==> config.mk <==
export PLATFORM = sky130hd
export DESIGN_NAME = fir_stream_out
export DESIGN_NICKNAME = d
export VERILOG_FILES = /design/src/rtl/fir_stream_out.sv
export SDC_FILE = /design/constraint.sdc
export NUM_CORES = 1
export LEC_CHECK = 0
export ABC_AREA = 1
export CAP_MARGIN = 25
export CORE_AREA = 2 2 336 338
export DETAILED_ROUTE_END_ITERATION = 12
export DIE_AREA = 0 0 338 340
export PLACE_DENSITY_LB_ADDON = 0.3
export SLEW_MARGIN = 20
export SYNTH_ARGS = -nofsm -noshare
export SYNTH_HDL_FRONTEND = slang
export SYNTH_SLANG_ARGS = --single-unit
==> constraint.sdc <==
create_clock -name axis_clk -period 2.5 [get_ports axis_clk]
set_clock_uncertainty 0.15 [all_clocks]
set_input_delay 0.5 -clock axis_clk [delete_from_list [all_inputs] [get_ports axis_clk]]
set_output_delay 0.5 -clock axis_clk [all_outputs]
set_load 0.005 [all_outputs]
==> src/rtl/fir_stream_out.sv <==
// Purpose : FIR output datapath - MAC over tap/data pairs, small output FIFO, AXI-Stream master.
// Latency : commit at edge N is visible on sm_tvalid/sm_tdata in cycle N+1; one beat per cycle.
// Backpressure: sm_tready stalls the FIFO; out_full stops the sequencer; a commit into a full
//               FIFO without a same-cycle pop is dropped and flags err_ovf.
//
// Build option: define FIR_OUT_SAT_EN to saturate accumulation/commit to the signed
// pDATA_WIDTH range instead of wrapping. Ports are identical in both builds.
//
// Ports:
//   axis_clk, axis_rst_n       clock, asynchronous active-low reset
//   x_in, h_in                 signed data sample / coefficient
//   mac_rst, mac_valid         clear accumulator / accumulate x_in*h_in
//   mac_tail, mac_last         commit current sample / committed sample ends the stream
//   out_full                   FIFO full (registered)
//   sm_tvalid/tdata/tlast      AXI-Stream master outputs, sm_tready input
//   stream_done                one-cycle pulse after the tlast beat is accepted
//   err_ovf                    sticky dropped-commit flag
module fir_stream_out #(
  parameter int pDATA_WIDTH = 32,
  parameter int pFIFO_DEPTH = 4
) (
  input  logic                   axis_clk,
  input  logic                   axis_rst_n,
  input  logic [pDATA_WIDTH-1:0] x_in,
  input  logic [pDATA_WIDTH-1:0] h_in,
  input  logic                   mac_rst,
  input  logic                   mac_valid,
  input  logic                   mac_tail,
  input  logic                   mac_last,
  output logic                   out_full,
  output logic                   sm_tvalid,
  output logic [pDATA_WIDTH-1:0] sm_tdata,
  output logic                   sm_tlast,
  input  logic                   sm_tready,
  output logic                   stream_done,
  output logic                   err_ovf
);

  localparam int LP_AW = $clog2(pFIFO_DEPTH);
  localparam int LP_CW = LP_AW + 1;
  localparam logic [LP_CW-1:0] LP_DEPTH = LP_CW'(pFIFO_DEPTH);

  typedef enum logic [1:0] {
    S_IDLE = 2'd0,
    S_SEND = 2'd1,
    S_DONE = 2'd2
  } state_t;

  // ---------------------------------------------------------------------------
  // MAC datapath
  // ---------------------------------------------------------------------------
  logic [pDATA_WIDTH-1:0] r_acc;
  logic [pDATA_WIDTH-1:0] w_res;   // value stored to acc or committed this cycle

`ifdef FIR_OUT_SAT_EN
  localparam int LP_W2 = 2 * pDATA_WIDTH;
  localparam logic [LP_W2-1:0] LP_SMAX = {{(pDATA_WIDTH+1){1'b0}}, {(pDATA_WIDTH-1){1'b1}}};
  localparam logic [LP_W2-1:0] LP_SMIN = ~LP_SMAX;

  logic [LP_W2-1:0] w_x_ext;
  logic [LP_W2-1:0] w_h_ext;
  logic [LP_W2-1:0] w_prod;
  logic [LP_W2-1:0] w_term;
  logic [LP_W2-1:0] w_base;
  logic [LP_W2-1:0] w_sum;

  // Sign-extend first so the low 2W bits of the multiply are the full signed product.
  assign w_x_ext = {{pDATA_WIDTH{x_in[pDATA_WIDTH-1]}}, x_in};
  assign w_h_ext = {{pDATA_WIDTH{h_in[pDATA_WIDTH-1]}}, h_in};
  assign w_prod  = w_x_ext * w_h_ext;
  assign w_term  = mac_valid ? w_prod : '0;
  // mac_rst restarts from zero, so the same adder serves rst, tail and plain accumulate.
  assign w_base  = mac_rst ? '0 : {{pDATA_WIDTH{r_acc[pDATA_WIDTH-1]}}, r_acc};
  assign w_sum   = w_base + w_term;

  always_comb begin
    w_res = w_sum[pDATA_WIDTH-1:0];
    if ($signed(w_sum) > $signed(LP_SMAX)) begin
      w_res = LP_SMAX[pDATA_WIDTH-1:0];
    end else if ($signed(w_sum) < $signed(LP_SMIN)) begin
      w_res = LP_SMIN[pDATA_WIDTH-1:0];
    end
  end
`else
  logic [pDATA_WIDTH-1:0] w_prod_lo;
  logic [pDATA_WIDTH-1:0] w_term;
  logic [pDATA_WIDTH-1:0] w_base;

  // Only the low W bits survive wrapping, and those are the same for signed and
  // unsigned multiplication, so the narrow product is exact here.
  assign w_prod_lo = x_in * h_in;
  assign w_term    = mac_valid ? w_prod_lo : '0;
  assign w_base    = mac_rst ? '0 : r_acc;
  assign w_res     = w_base + w_term;
`endif

  always_ff @(posedge axis_clk or negedge axis_rst_n) begin
    if (!axis_rst_n) begin
      r_acc <= '0;
    end else if (mac_tail) begin
      r_acc <= '0;
    end else if (mac_rst || mac_valid) begin
      r_acc <= w_res;
    end
  end

  // ---------------------------------------------------------------------------
  // Output FIFO
  // ---------------------------------------------------------------------------
  logic [pDATA_WIDTH-1:0] r_mem_dat [pFIFO_DEPTH];
  logic                   r_mem_last[pFIFO_DEPTH];
  logic [LP_AW-1:0]       r_wr_ptr;
  logic [LP_AW-1:0]       r_rd_ptr;
  logic [LP_CW-1:0]       r_count;
  logic [LP_CW-1:0]       w_count_nxt;
  logic                   r_out_full;
  logic                   r_err_ovf;
  logic                   w_not_empty;
  logic                   w_full;
  logic                   w_pop;
  logic                   w_push;
  logic                   w_drop;

  assign w_not_empty = (r_count != '0);
  assign w_full      = (r_count == LP_DEPTH);
  assign w_pop       = w_not_empty && sm_tready;
  // A pop in the same cycle frees the slot the commit needs, even when full.
  assign w_push      = mac_tail && (!w_full || w_pop);
  assign w_drop      = mac_tail && w_full && !w_pop;

  always_comb begin
    w_count_nxt = r_count;
    case ({w_push, w_pop})
      2'b10:   w_count_nxt = r_count + LP_CW'(1);
      2'b01:   w_count_nxt = r_count - LP_CW'(1);
      default: w_count_nxt = r_count;
    endcase
  end

  // Storage is not reset: entries are only observable when counted as valid.
  always_ff @(posedge axis_clk) begin
    if (w_push) begin
      r_mem_dat[r_wr_ptr]  <= w_res;
      r_mem_last[r_wr_ptr] <= mac_last;
    end
  end

  always_ff @(posedge axis_clk or negedge axis_rst_n) begin
    if (!axis_rst_n) begin
      r_wr_ptr   <= '0;
      r_rd_ptr   <= '0;
      r_count    <= '0;
      r_out_full <= 1'b0;
      r_err_ovf  <= 1'b0;
    end else begin
      if (w_push) begin
        r_wr_ptr <= r_wr_ptr + LP_AW'(1);
      end
      if (w_pop) begin
        r_rd_ptr <= r_rd_ptr + LP_AW'(1);
      end
      r_count    <= w_count_nxt;
      // Registered from the next count so it matches the current count each cycle.
      r_out_full <= (w_count_nxt == LP_DEPTH);
      if (w_drop) begin
        r_err_ovf <= 1'b1;
      end
    end
  end

  assign out_full  = r_out_full;
  assign err_ovf   = r_err_ovf;
  assign sm_tvalid = w_not_empty;
  assign sm_tdata  = w_not_empty ? r_mem_dat[r_rd_ptr] : '0;
  assign sm_tlast  = w_not_empty ? r_mem_last[r_rd_ptr] : 1'b0;

  // ---------------------------------------------------------------------------
  // Stream FSM
  // ---------------------------------------------------------------------------
  state_t r_state;
  state_t w_state_nxt;
  logic   w_last_acc;
  logic   w_stream_done;

  assign w_last_acc = w_pop && r_mem_last[r_rd_ptr];

  always_ff @(posedge axis_clk or negedge axis_rst_n) begin
    if (!axis_rst_n) begin
      r_state <= S_IDLE;
    end else begin
      r_state <= w_state_nxt;
    end
  end

  // A tlast beat can be accepted in the very cycle the FIFO first goes non-empty
  // (still IDLE) or right after another stream ended (DONE), so every state watches it.
  always_comb begin
    w_state_nxt   = r_state;
    w_stream_done = 1'b0;
    case (r_state)
      S_IDLE: begin
        if (w_last_acc) begin
          w_state_nxt = S_DONE;
        end else if (w_not_empty) begin
          w_state_nxt = S_SEND;
        end
      end
      S_SEND: begin
        if (w_last_acc) begin
          w_state_nxt = S_DONE;
        end else if (w_count_nxt == '0) begin
          w_state_nxt = S_IDLE;
        end
      end
      S_DONE: begin
        w_stream_done = 1'b1;
        if (w_last_acc) begin
          w_state_nxt = S_DONE;
        end else if (w_not_empty) begin
          w_state_nxt = S_SEND;
        end else begin
          w_state_nxt = S_IDLE;
        end
      end
      default: begin
        w_state_nxt = S_IDLE;
      end
    endcase
  end

  assign stream_done = w_stream_done;

endmodule
==> results.toml, run 1 <==
[critical_path]
end_kind = "flop"
critPathLaunchType = "input port"
crit_top_cell = "fa_1"
crit_type = "in2reg"
slowest_stage = "fa_1"
crit_required_ns = 2.52
cp_slowest_stage_delay_ns = 0.56
r2r_setup_slack_ns = -0.51
cp_max_fo = 7
arrival_ns = 8.21
rr_worst_depth = 17

[detailed_routing]
drt_pass1_iterations = 7
routed_wl_um = 77580
drt_iter0_drc = 897
antenna_left = 0
wl_met1_um = 34220
highest_layer = "met4"
met3_wirelength_um = 2471
vias = 21180
via_per_inst = 4.045
drc_errors = 0
wire_per_inst_um = 14.82
wl_met2_um = 39300

[logic_synthesis]
yosys_warnings = 0
ys_async_sr_fraction_pct = 24.57
netlist_instances = 3153
netlist.area_leader.share_pct = 32.33
synth_edf_count = 132
synth_ff_type = "edfxtp_1"
synthTopCellsByCount = "inv_1, nand2_1, fa_1"
avgSynthCellArea_um2 = 8.053
ys_seq_area_share_pct = 19.85
synth-seq-cells = 175
synth_largest_area_cell = "fa_1"
synth_area_leaders = "fa_1, edfxtp_1, inv_1"
syn_area_um2 = 25390
netlist-cell-type-count = 56
synth_nets = 3793
synth.most_common_cell = "inv_1"

[clock_tree]
cts_tree = "done"
cts_made_buffers = 17
clk_latency_ns = 0.43
clock_sinks = 175
clock-root-buffer = "clkbuf_16"
h-tree-depth = 4
path_clk_slew_ns = 0.07
cts_buffer_depth = 2

[layout]
layout-drive-gt1-share_pct = 27.87
fin_nets = 4362
syn_to_final_growth_pct = 41.19

[timing]
setup_viol = 188
rsz0062_at_grt = "true"
hold_viol = 0
relSlewSlack_pct = 71.69
layout_setup_ws_ns = -5.686
timing.final.crit_period_ns = 8.186
drv_slew = 0
max_freq_mhz = 122.2
worst_pin_slew_ns = 0.4247
post-route-period-util_pct = 327.5

[global_routing]
grt_pass1_vias = 22210
grt_max_degree = 43
grt_pass1_wl_um = 122300
gr-total-overflow = 0
antenna_found_initial = 1
track_usage_pct = 13.61

[flow_run]
maxCapViolCount = 0

[place]
routabilityCongestion = 0.8517
port-buffer-count = 107
dp_worst_setup_slack_ns = -6.514
hpwl_um = 61200

[min_path]
hold_depth = 1
hold_class = "reg2reg"

[floorplanning]
core_um2 = 111600
dieWidth_um = 338
dieArea_um2 = 114900
die_h_um = 340
start_util_pct = 22.76
rows = 123
io_pins = 108

[outcome]
status = "complete, but fails checks"
violations = "setup timing"
==> kinds of logic after synthesis <==
family / after synthesis / synth area share, %
AOI/OAI and AO/OA: 295 / 6.554
xor gates and xnor gates: 47 / 1.680
adders and majority gates: 569 / 40.16
buffers and inverters: 951 / 14.29
DFF: 175 / 19.85
and+or+nand+nor: 1116 / 17.46
==> repair_timing <==
item | 4_1_cts | 5_1_grt
endpoints found under the setup margin | 188 | 190
hold buffers | 1 | 0
gates resized for setup | 316 | 245
pin swaps | 155 | 114
hold endpoints to repair | 11 | 0
buffers inserted | 122 | 25
cloned | 8 | 2
==> through the flow <==
step | instance area (um2) | TNS (ns) | cells | hold WS, ns | utilization, %
2_1_floorplan | 26410 | -582.38 | 3153 | 0.05441 | -
3_3_place_gp | 32380 | -762.42 | 5057 | 0.2853 | 29.03
3_5_place_dp | 32380 | -768.57 | 5057 | 0.2852 | 29.03
4_1_cts | 35040 | -649.53 | 5220 | 0.2955 | 31.40
5_1_grt | 35850 | -675.66 | 5235 | 0.3241 | 32.13
6_report | 35850 | -634.76 | 5236 | 0.2953 | 32.13
==> layout by cell type (no fill, tap or decap), drive strengths merged, types with 10 or more instances in the layout <==
master	count
buf	600
xor2	27
o21ai	133
nor3	11
xnor2	20
nor2	224
edfxtp	132
fa	410
nand2	785
ha	159
inv	812
dfrtp	43
clkdlybuf4s50	58
nand3	66
o21a	10
nand4	12
clkbuf	32
a21oi	116
==> flip-flops by register name (all words and copies together) (netlist names) <==
signal / count
r_mem_dat: 128
r_acc: 32
r_mem_last: 4
r_count: 3
r_rd_ptr: 2
r_state: 2
r_wr_ptr: 2
err_ovf: 1
out_full: 1
==> final timing paths <==
| kind | start | endpoint |
|---|---|---|
| worst max-delay path | x_in[12] | r_mem_dat[1][30] |
| worst min-delay path | r_state[1] | r_state[1] |
| worst max register to register | r_acc[0] | r_mem_dat[1][30] |
| worst min register to register | r_state[1] | r_state[1] |
| max in group asynchronous | axis_rst_n | r_acc[26] |
| min in group asynchronous | axis_rst_n | r_rd_ptr[1] |
==> layer usage <==
| layer | up-vias | track usage (%) |
|---|---|---|
| li1 | 10460 | - |
| met1 | 10300 | 17.66 |
| met2 | 348 | 24.49 |
| met3 | 72 | 1.248 |
| met4 | 0 | 2.713 |
| met5 | - | 0 |
==> cell type report <==
| cell class | instances | area [um2] |
|---|---|---|
| Clock buffer | 17 | 425.4 |
| Tap cell | 1500 | 1877 |
| Fill cell | 11690 | 75730 |
| Timing Repair Buffer | 693 | 6630 |
| Inverter | 808 | 3033 |
| Multi-Input combinational cell | 2027 | 18640 |
| Sequential cell | 175 | 5041 |
| Clock inverter | 15 | 203.9 |
| Antenna cell | 1 | 2.502 |
==> critical path, delay by kind of cell <==
kind	cells	cell delay, ns
AO/OA/AOI/OAI	1	0.06
XOR/XNOR	2	0.23
adder cells (fa/ha/maj)	10	4.48
buffers and inverters	11	1.14
AND/OR/NAND/NOR	14	1.77
Power of run 1 is not shown: default switching activity piles up to over one toggle a cycle in this logic, so the estimate is an artifact.
==> run 2: changes to the inputs <==
--- a/config.mk
+++ b/config.mk
@@ -10,7 +10,7 @@
 export CORE_AREA = 2 2 336 338
 export DETAILED_ROUTE_END_ITERATION = 12
 export DIE_AREA = 0 0 338 340
-export PLACE_DENSITY_LB_ADDON = 0.3
+export PLACE_DENSITY_LB_ADDON = 0.08
 export SLEW_MARGIN = 20
 export SYNTH_ARGS = -nofsm -noshare
 export SYNTH_HDL_FRONTEND = slang
==> results.toml, run 2 (same netlist as run 1, synthesis figures left out) <==
[outcome]
status = "complete, but fails checks"
violations = "setup timing"

[layout]
fin_nets = 4366
post-route-util_pct = 32.69
final_common_cell = "inv_1"
final_cell_mix = "inv_1, nand2_1, buf_4, fa_1, nor2_1"
nFillCells = 11890
top_register = "r_mem_dat"
top_regs = "r_mem_dat: 128 flops, r_acc: 32 flops, r_mem_last: 4 flops"
layout-drive-gt1-share_pct = 28.75
stdcell_count = 5239
largest_reg_flops = 128
syn_to_final_growth_pct = 43.64
diodes = 0

[floorplanning]
dieArea_um2 = 114900
io_pins = 108
rows = 123
dieWidth_um = 338
core_um2 = 111600
die_h_um = 340
start_util_pct = 22.76

[timing]
max_freq_mhz = 124.4
timing.final.crit_period_ns = 8.040
fin_tns_setup_ns = -634.15
worst_pin_slew_ns = 0.5041
drv_slew = 0
rsz0062_at_grt = "true"
holdWs_ns = 0.2914
hold_viol = 0
relSlewSlack_pct = 66.39
setup_viol = 188
post-route-period-util_pct = 321.6
layout_setup_ws_ns = -5.540

[detailed_routing]
drt_iter0_drc = 773
drc_errors = 0
wire_per_inst_um = 16.78
routed_wl_um = 87910
vias = 20970
via_per_inst = 4.003
antenna_left = 0
drt_pass1_iterations = 5

[clock_tree]
clock-root-buffer = "clkbuf_16"
cts_buffer_depth = 2
clk_latency_ns = 0.45
h-tree-depth = 4
cts_made_buffers = 17
clock_sinks = 175
cts_tree = "done"
path_clk_slew_ns = 0.08

[global_routing]
gr-total-overflow = 0
grt_pass1_vias = 23160
grt_max_degree = 37
track_usage_pct = 15.90
antenna_found_initial = 0
grt_pass1_wl_um = 138100

[critical_path]
crit_required_ns = 2.73
cp_slowest_stage_delay_ns = 0.56
arrival_ns = 8.27
critPathLaunchType = "input port"
cp_max_fo = 5
slowest_stage = "fa_1"
end_kind = "flop"
crit_type = "in2reg"
crit_top_cell = "fa_1"
r2r_setup_slack_ns = -0.57
rr_worst_depth = 19

[min_path]
hold_class = "reg2reg"
hold_depth = 1

[flow_run]
maxCapViolCount = 0

[place]
hpwl_um = 70920
port-buffer-count = 107
routabilityCongestion = 0.7746
placedCellCount = 5066
[run 2: changes by cell type in the layout (fill, tap and decap cells not counted), sizes merged]
cell           previous run  this run
buf                     600       606
clkinvlp                  0         1
clkbuf                   32        19
clkdlybuf4s15             3        10
clkinv                    7         6
bufinv                    4         1
diode                     1         0
bufbuf                    4         7
clkdlybuf4s50            58        62
dlymetal6s2s              3         0
inv                     812       815
[run 2: cell type report]
class,count,area (um2),share of cell area (%)
inverter,808,3035,8.323
tap,1500,1877,5.146
timing repair buffer,697,6897,18.91
clock buffer,17,425.4,1.166
multi-input combinational,2027,19030,52.18
sequential,175,5041,13.82
clock inverter,15,166.4,0.4563
[run 2: metal layers]
| metal | wire [um] | GRT usage (%) | vias up |
|---|---|---|---|
| li1 | - | - | 10450 |
| met1 | 37290 | 19.25 | 10270 |
| met2 | 47350 | 30.44 | 191 |
| met3 | 1151 | 0.7236 | 63 |
| met4 | 2123 | 3.972 | 0 |
| met5 | 0 | 0 | - |
[run 2: worst paths after layout]
path / from / end
max in group asynchronous: axis_rst_n / r_acc[30]
min in group asynchronous: axis_rst_n / r_acc[3]
worst min-delay path: r_state[1] / r_state[1]
worst max register to register: r_acc[0] / r_mem_dat[0][22]
worst max-delay path: h_in[2] / r_acc[31]
worst min register to register: r_state[1] / r_state[1]
[run 2: what timing repair did]
action	4_1_cts	5_1_grt
setup endpoints to repair	188	190
hold buffers	1	0
setup buffers	108	29
gates cloned	11	0
pin swaps	161	112
hold endpoints to repair	13	0
gates resized for setup	425	188
[run 2: stage by stage]
| stage | setup slack (ns) | instance area [um2] |
|---|---|---|
| 6_report | -5.540 | 36470 |
| 5_1_grt | -6.030 | 36470 |
| 4_1_cts | -5.519 | 35570 |
| 3_5_place_dp | -6.599 | 32690 |
| 3_3_place_gp | -6.555 | 32690 |
| 2_1_floorplan | -5.556 | 26410 |
[run 2: critical path: cells and delay by family]
family                   cells  cell delay (ns)
buffers and inverters        7             0.57
AND/OR/NAND/NOR             20             2.14
adder cells (fa/ha/maj)     10             4.48
XOR/XNOR                     1             0.18
AO/OA/AOI/OAI                3             0.38
Power of run 2 is left out for the same reason.
